==> src/rtl/cpu_run_sequencer.sv <==
// CPU run sequencer: preloads the mailbox, releases CPU reset, captures
// node-point stores into a FIFO and ends the run on DONE or timeout.
module cpu_run_sequencer #(
  parameter logic [31:0] BASE_ADDR  = 32'h0200_0000,
  parameter int unsigned FIFO_DEPTH = 16,
  parameter logic [31:0] TIMEOUT    = 32'd100000
) (
  input  logic                          clk,
  input  logic                          reset,
  input  logic                          start,
  input  logic [4:0]                    start_point,
  input  logic [4:0]                    end_point,
  output logic                          cpu_reset,
  output logic                          ext_memwrite,
  output logic [31:0]                   ext_writedata,
  output logic [31:0]                   ext_dataadr,
  input  logic                          cpu_memwrite,
  input  logic [31:0]                   cpu_writedata,
  input  logic [31:0]                   cpu_dataadr,
  input  logic                          node_rd,
  output logic [31:0]                   node_dout,
  output logic                          node_empty,
  output logic [$clog2(FIFO_DEPTH):0]   node_count,
  output logic                          busy,
  output logic                          done,
  output logic                          timeout,
  output logic                          overflow
);

  localparam int AW = $clog2(FIFO_DEPTH);
  localparam int CW = AW + 1;

  typedef enum logic [2:0] {
    S_IDLE,
    S_LOAD,
    S_RUN,
    S_FINISH,
    S_ABORT
  } state_t;

  state_t         r_state;
  state_t         w_next;
  logic [31:0]    r_cnt;
  logic [4:0]     r_sp;
  logic [4:0]     r_ep;
  logic [31:0]    r_mem [FIFO_DEPTH];
  logic [AW-1:0]  r_wp;
  logic [AW-1:0]  r_rp;
  logic [CW-1:0]  r_count;

  logic w_start_ok;
  logic w_in_run;
  logic w_node_wr;
  logic w_done_wr;
  logic w_last;
  logic w_full;
  logic w_pop;
  logic w_push;
  logic w_flush;

  assign w_start_ok = start &&
                      (r_state == S_IDLE ||
                       r_state == S_FINISH ||
                       r_state == S_ABORT);
  assign w_in_run  = (r_state == S_RUN);
  assign w_node_wr = w_in_run && cpu_memwrite &&
                     (cpu_dataadr == BASE_ADDR + 32'd8);
  assign w_done_wr = w_in_run && cpu_memwrite &&
                     (cpu_dataadr == BASE_ADDR + 32'd12) &&
                     (cpu_writedata == 32'd1);
  assign w_last    = w_in_run && (r_cnt == TIMEOUT - 32'd1);

  assign w_full  = (r_count == CW'(FIFO_DEPTH));
  assign w_pop   = node_rd && (r_count != '0);
  // A full FIFO still accepts a push when the same cycle frees a slot
  assign w_push  = w_node_wr && (!w_full || w_pop);
  assign w_flush = reset || w_start_ok;

  always_ff @(posedge clk) begin
    if (reset) r_state <= S_IDLE;
    else       r_state <= w_next;
  end

  always_comb begin
    w_next = r_state;
    unique case (r_state)
      S_IDLE, S_FINISH, S_ABORT:
        if (w_start_ok) w_next = S_LOAD;
      S_LOAD:
        if (r_cnt == 32'd7) w_next = S_RUN;
      S_RUN:
        if (w_done_wr)   w_next = S_FINISH;
        else if (w_last) w_next = S_ABORT;
      default:
        w_next = S_IDLE;
    endcase
  end

  // Shared phase counter: LOAD slot index, then RUN cycle index
  always_ff @(posedge clk) begin
    if (reset)                 r_cnt <= '0;
    else if (r_state != w_next) r_cnt <= '0;
    else if (busy)             r_cnt <= r_cnt + 32'd1;
  end

  always_ff @(posedge clk) begin
    if (reset) begin
      r_sp <= '0;
      r_ep <= '0;
    end else if (w_start_ok) begin
      r_sp <= start_point;
      r_ep <= end_point;
    end
  end

  always_ff @(posedge clk) begin
    if (reset || w_start_ok) begin
      done     <= 1'b0;
      timeout  <= 1'b0;
      overflow <= 1'b0;
    end else begin
      if (w_done_wr)   done    <= 1'b1;
      else if (w_last) timeout <= 1'b1;
      if (w_node_wr && w_full && !w_pop) overflow <= 1'b1;
    end
  end

  always_ff @(posedge clk) begin
    if (w_push) r_mem[r_wp] <= cpu_writedata;
  end

  always_ff @(posedge clk) begin
    if (w_flush) begin
      r_wp    <= '0;
      r_rp    <= '0;
      r_count <= '0;
    end else begin
      if (w_push) r_wp <= r_wp + 1'b1;
      if (w_pop)  r_rp <= r_rp + 1'b1;
      unique case ({w_push, w_pop})
        2'b10:   r_count <= r_count + 1'b1;
        2'b01:   r_count <= r_count - 1'b1;
        default: r_count <= r_count;
      endcase
    end
  end

  assign node_dout  = r_mem[r_rp];
  assign node_empty = (r_count == '0);
  assign node_count = r_count;
  assign busy       = (r_state == S_LOAD) || (r_state == S_RUN);
  assign cpu_reset  = !w_in_run;

  always_comb begin
    ext_memwrite  = 1'b0;
    ext_writedata = '0;
    ext_dataadr   = '0;
    if (r_state == S_LOAD && !r_cnt[0]) begin
      ext_memwrite = 1'b1;
      ext_dataadr  = BASE_ADDR + {28'd0, r_cnt[2:1], 2'b00};
      unique case (r_cnt[2:1])
        2'd0:    ext_writedata = {27'd0, r_sp};
        2'd1:    ext_writedata = {27'd0, r_ep};
        default: ext_writedata = '0;
      endcase
    end
  end

endmodule

==> config.mk <==
export PLATFORM = sky130hd
export DESIGN_NAME = cpu_run_sequencer
export DESIGN_NICKNAME = d
export VERILOG_FILES = /design/src/rtl/cpu_run_sequencer.sv
export SDC_FILE = /design/constraint.sdc
export NUM_CORES = 1
export LEC_CHECK = 0
export ABC_AREA = 1
export ABC_CLOCK_PERIOD_IN_PS = 4250
export CORE_UTILIZATION = 40
export CTS_BUF_LIST = sky130_fd_sc_hd__clkbuf_16
export DETAILED_ROUTE_END_ITERATION = 7
export GPL_ROUTABILITY_DRIVEN = 0
export SYNTH_ARGS = -nofsm -noshare
export SYNTH_HDL_FRONTEND = slang
export SYNTH_SLANG_ARGS = --single-unit
==> constraint.sdc <==
create_clock -name clk -period 4.25 [get_ports clk]
set_input_delay 0.85 -clock clk [delete_from_list [all_inputs] [get_ports clk]]
set_output_delay 0.85 -clock clk [all_outputs]
set_load 0.05 [all_outputs]
After elaboration in Yosys (flattened, before gate mapping)
Memory sizes are Yosys's and may differ from the RTL's. A register that Yosys moved wholly into a read port is not among the register bits.
Index checks and enable logic that the tools add are counted.
{"block": "word_totals", "regBits": 61, "mem_bits_rw": 512, "out_inout_bits": 108, "word_cells": 74, "mem_count": 1}
{"name": "r_mem", "depth": 16, "width": 32, "rd": 1, "rd_ports_with_merged_regs": 1, "wr": 1, "line": "46", "rtl": "logic [31:0] r_mem [FIFO_DEPTH];"}
{"block": "classes", "addsub": 6, "eq_ne": 14, "muxes": 14, "bitwise": 1, "reduce_logical": 28}
{"op": "$eq 32x26->1 const B", "count": 2}
{"op": "$add 32x1->32 const B", "count": 1}
{"op": "$eq 32x1->1 const B", "count": 1}
{"op": "$eq 32x17->1 const B", "count": 1}
{"op": "$eq 32x3->1 const B", "count": 1}
{"op": "$add 26x4->27 const A", "count": 1}
{"op": "$mux 27", "count": 1}
{"op": "$pmux 5 s2", "count": 2}
{"op": "$mux 3", "count": 4}
{"op": "$logic_and 1x1->1", "count": 11}
{"op": "$pmux 3 s3", "count": 1}
{"op": "$add 4x1->4 const B", "count": 2}
{"op": "$mux 4", "count": 2}
{"op": "$eq 3x2->1 const B", "count": 2}
{"op": "$add 5x1->5 const B", "count": 1}
{"op": "$eq 5x5->1 const B", "count": 1}
{"op": "$logic_not 5->1", "count": 1}
{"op": "$logic_or 1x1->1", "count": 5}
{"op": "$mux 5", "count": 1}
{"op": "$reduce_bool 5->1", "count": 1}
{"op": "$sub 5x1->5 const B", "count": 1}
{"op": "$eq 2x1->1 const B", "count": 2}
{"op": "$logic_not 1->1", "count": 4}
{"op": "$eq 3x1->1 const B", "count": 1}
{"op": "other kinds (11)", "count": 13}

Depth between registers and ports, before layout
{"block": "depth", "ltp_word": 8, "depth_mapped": 17}

Least setup slack after synthesis
OpenSTA, ideal clock, no wires.
{"block": "synth_timing", "path_kind": "input to register", "from": "in cpu_dataadr[1]", "to": "mem r_mem[11][0], enable pin", "arrival_ps": 3182, "setup_slack_ps": 647, "stages": 8, "n_path_buf": 1, "path_cell_list": "nor2_1 > inv_1 > nor4_1 > nand2_1 > nor2_1 > buf_4 > nand3_1 > nor2_1"}
{"block": "synth_between", "elab_chain_len": 5}
{"element": "start: declaration", "line": "19", "rtl": "input logic [31:0] cpu_dataadr,"}
{"element": "$eq 32x26->1", "line": "67", "rtl": "(cpu_dataadr == BASE_ADDR + 32'd8);"}
{"element": "$logic_and 1x1->1", "line": "66", "rtl": "assign w_node_wr = w_in_run && cpu_memwrite &&"}
{"element": "$logic_and 1x1->1", "line": "76", "rtl": "assign w_push = w_node_wr && (!w_full || w_pop);"}
{"element": "$mux 1", "line": "129", "rtl": "if (w_push) r_mem[r_wp] <= cpu_writedata;"}
{"element": "$mux 1 (not written as such)", "line": "129"}
{"element": "end: declaration", "line": "46"}
Every way passes these cells.

==> impl_metrics.json <==
{
  "r2r-end": "r_mem[5][24]",
  "path_class": "register to output pin",
  "maxCapViolations": 0,
  "syn_area_um2": 25000,
  "wirelength_um": 63800,
  "routed_wire_length_per_instance_um": 20.2,
  "gr-usage-all-layers_pct": 20.2,
  "globalRouteMet3Util_pct": 3.91,
  "yosys_warnings": 0,
  "setup_violations": 0,
  "critPathRequiredTime_ps": 3400,
  "cts_tree": "built",
  "cts_post_setup_buffers_inserted": 0,
  "die-width_um": 252,
  "portBuffers": 130,
  "die_h_um": 252,
  "final_critical_path_setup_slack_ps": 214,
  "cp_slowest_stage_delay_ps": 850,
  "io_pins": 187,
  "cts.clk_slew.worst_paths_ps": 60,
  "ant_nets": 0,
  "finalHoldViolations": 0,
  "grt_max_degree": 82,
  "critical_path.most_common_cell": "buf_4",
  "dr_total_vias": 16300,
  "final_max_slew_viol_count": 0,
  "timing.critical_path.slowest_stage_cell": "clkdlybuf4s50_1",
  "layout.cells.non_filler": 3156,
  "critPathTopFamily": "buffers and inverters",
  "vdd_ir_drop_max_v": 0.000302,
  "timing.final.crit_period_ps": 4040,
  "yosysSeqAreaShare_pct": 66.7,
  "powerDensity_nw_per_um2": 391,
  "critical_path.endpoint_type": "output pin",
  "maxClockFrequency_ghz": 0.248,
  "cts_sinks": 577,
  "number_of_drc_markers_after_the_initial_detailed_route_iteration": 1306,
  "grt_setup_unrepaired": "false",
  "drt-vias-per-instance": 5.16,
  "post-route-drc-count": 0,
  "use_met1_pct": 26.6,
  "worstMarginPinSlew_ps": 745,
  "drive_gt1_share_pct": 11.0,
  "worstPathCellList": "buf_4 -> buf_4 -> mux2i_1 -> o211ai_1 -> nand3_1 -> nand2_1 -> clkdlybuf4s50_1",
  "ctsHtreeMaxLevel": 2,
  "totalNegativeSetupSlack_ps": 0,
  "timing.hold.worst.start": "done",
  "utilization_pct": 47.6,
  "cp-start-kind": "register",
  "min_delay_worst_endpoint": "done",
  "clock_insertion_delay_worst_skew_ps": 630,
  "critical_path_peak_fanout": 22,
  "post_cts.resized_instances": 0,
  "cellLeakagePower_nw": 9.85,
  "fillCellCount": 5542,
  "synth.ff_latch_count": 577,
  "fp.coreArea_um2": 61700,
  "syn-instance-count": 2100,
  "netlist-cell-type-count": 37,
  "floorplan.die_area_um2": 63500,
  "grt_antenna_before_repair": 2,
  "clockRootBuffer": "clkbuf_16",
  "globalRouteOverflowTotal": 0,
  "global_route.peak_usage_layer": "met2",
  "worst_hold_path_type": "register to register",
  "worst_hold_path.num_cells": 2,
  "cp.buffers_inverters": 3,
  "met2_use_gr_pct": 33.7,
  "worst_r2r_path_depth": 12,
  "n_antenna_cell": 0,
  "drt_first_pass_iters": 7,
  "tritoncts.num_buffers": 59,
  "number_of_buffers_added_to_fix_hold_violations_after_cts": 0,
  "post_synth.cell_area_avg_um2": 11.9,
  "layout-area-overhead-vs-synth_pct": 17.6,
  "critical_path_arrival_ps": 3190,
  "timing.max_slew.rel_slack_pct": 50.3,
  "via_count_of_the_first_global_routing_pass": 16300,
  "worst_clock_skew_ps": 28.5,
  "finalCritPeriodShare_pct": 95.0,
  "nets": 2362,
  "global_route_wire_length_before_repair_um": 97000,
  "ff2ff_setup_slack_ps": 1540,
  "rows": 91,
  "initial_utilization_pct": 40.5,
  "place.detailed.instances": 3049,
  "dp_hpwl_um": 39900,
  "buffers_from_clock_root_to_sink_at_most": 3,
  "rr_startpoint": "r_state[1]",
  "outcome": "complete, no violations",
  "detailedPlace.worstSlack_ps": 652
}
==> tightest hold or removal path: cells and delay by family, from the launching register on <==
kind | cells | cell delay, ps
compound gates | 1 | 50
flops | 1 | 310
buf+inv | 1 | 50
==> where the power goes <==
| part | switching (W) | internal, W | total [W] | leakage (nW) |
|---|---|---|---|---|
| combinational | 0.000325 | 0.000120 | 0.000446 | 3.77 |
| clock | 0.00214 | 0.00273 | 0.00487 | 0.957 |
| sequential | 0.00000858 | 0.00617 | 0.00618 | 5.13 |
==> cells in the final DEF, fill, tap and decap left out, types with 19 or more instances in the layout <==
master,count
edfxtp_1,512
inv_1,223
conb_1,56
nand3_1,83
dfxtp_1,61
nor2_1,162
o211ai_1,128
mux2i_1,130
buf_4,92
nor3_1,23
clkbuf_16,60
clkdlybuf4s50_1,113
nor2_2,34
xor2_1,27
nand2_1,152
a21oi_1,166
nor2_4,19
o21ai_0,171
==> metal layers <==
metal	up-vias	part of all wire (%)
met5	-	0.030
met4	4	2.6
met3	102	5.8
met2	482	48
met1	7988	43
li1	7719	-
==> cells by family after synthesis <==
family	Yosys count	synth area share, %
muxes	130	5.20
adders and majority gates	10	0.530
xor gates and xnor gates	33	1.16
buffers and inverters	370	6.63
other	1	0.0150
DFF	577	66.7
AOI/OAI and AO/OA	469	10.7
and+or+nand+nor	510	9.07
==> area by class of cell <==
cell class | count | area (um^2) | area share (%)
repair buffers | 217 | 2060 | 7.01
flip-flops and latches | 577 | 16700 | 56.8
multi-input cells | 1208 | 7000 | 23.8
inverters | 210 | 791 | 2.69
clock buffers | 60 | 1500 | 5.11
well taps | 837 | 1050 | 3.56
clock inverters | 47 | 310 | 1.06
==> registers in the layout, summed over array words and instances (netlist names), named ones only <==
signal	flops
r_ep	5
r_state	3
timeout	1
node_count	5
r_sp	5
r_wp	4
r_cnt	32
r_mem	512
overflow	1
r_rp	4
done	1
==> stage by stage <==
stage / hold slack, ps / power, W / cell area [um^2]
finish: 460 / 0.0115 / 29400
global route: 510 / 0.0118 / 29400
CTS: 462 / 0.0116 / 29400
detailed placement: 450 / 0.00674 / 27600
global placement: 444 / 0.00674 / 27600
floorplan: 447 / 0.00656 / 25200
==> synthesized netlist by cell type (all sizes together) <==
library cell | count | area share [%]
nor3 | 23 | 0.46
buf | 94 | 2.5
edfxtp | 512 | 61
a21oi | 167 | 3.4
nand3 | 83 | 1.7
a31oi | 1 | 0.025
o31ai | 1 | 0.030
clkinv | 1 | 0.015
nand2 | 159 | 2.5
nor2 | 215 | 3.7
nand4 | 14 | 0.35
conb | 1 | 0.015
nor3b | 3 | 0.090
o21ai | 172 | 3.4
xnor2 | 6 | 0.21
nor4 | 6 | 0.15
nand3b | 5 | 0.15
and2 | 1 | 0.025
ha | 9 | 0.45
mux2i | 130 | 5.2
clkbuf | 66 | 0.99
fa | 1 | 0.080
inv | 209 | 3.1
dfxtp | 65 | 5.2
o211ai | 128 | 3.8
or2 | 1 | 0.025
xor2 | 27 | 0.95
==> worst max path at each step <==
stage	endpoint	cells past startpoint	start
after floorplan	r_mem[11][0]	8	cpu_dataadr[1]
after global placement	r_mem[10][6]	10	cpu_dataadr[0]
after detailed placement	r_mem[5][9]	10	cpu_dataadr[0]
after CTS	node_dout[15]	7	register
after global routing	node_dout[14]	7	register
final	node_dout[14]	7	register
(Power assumes the default switching activity.)
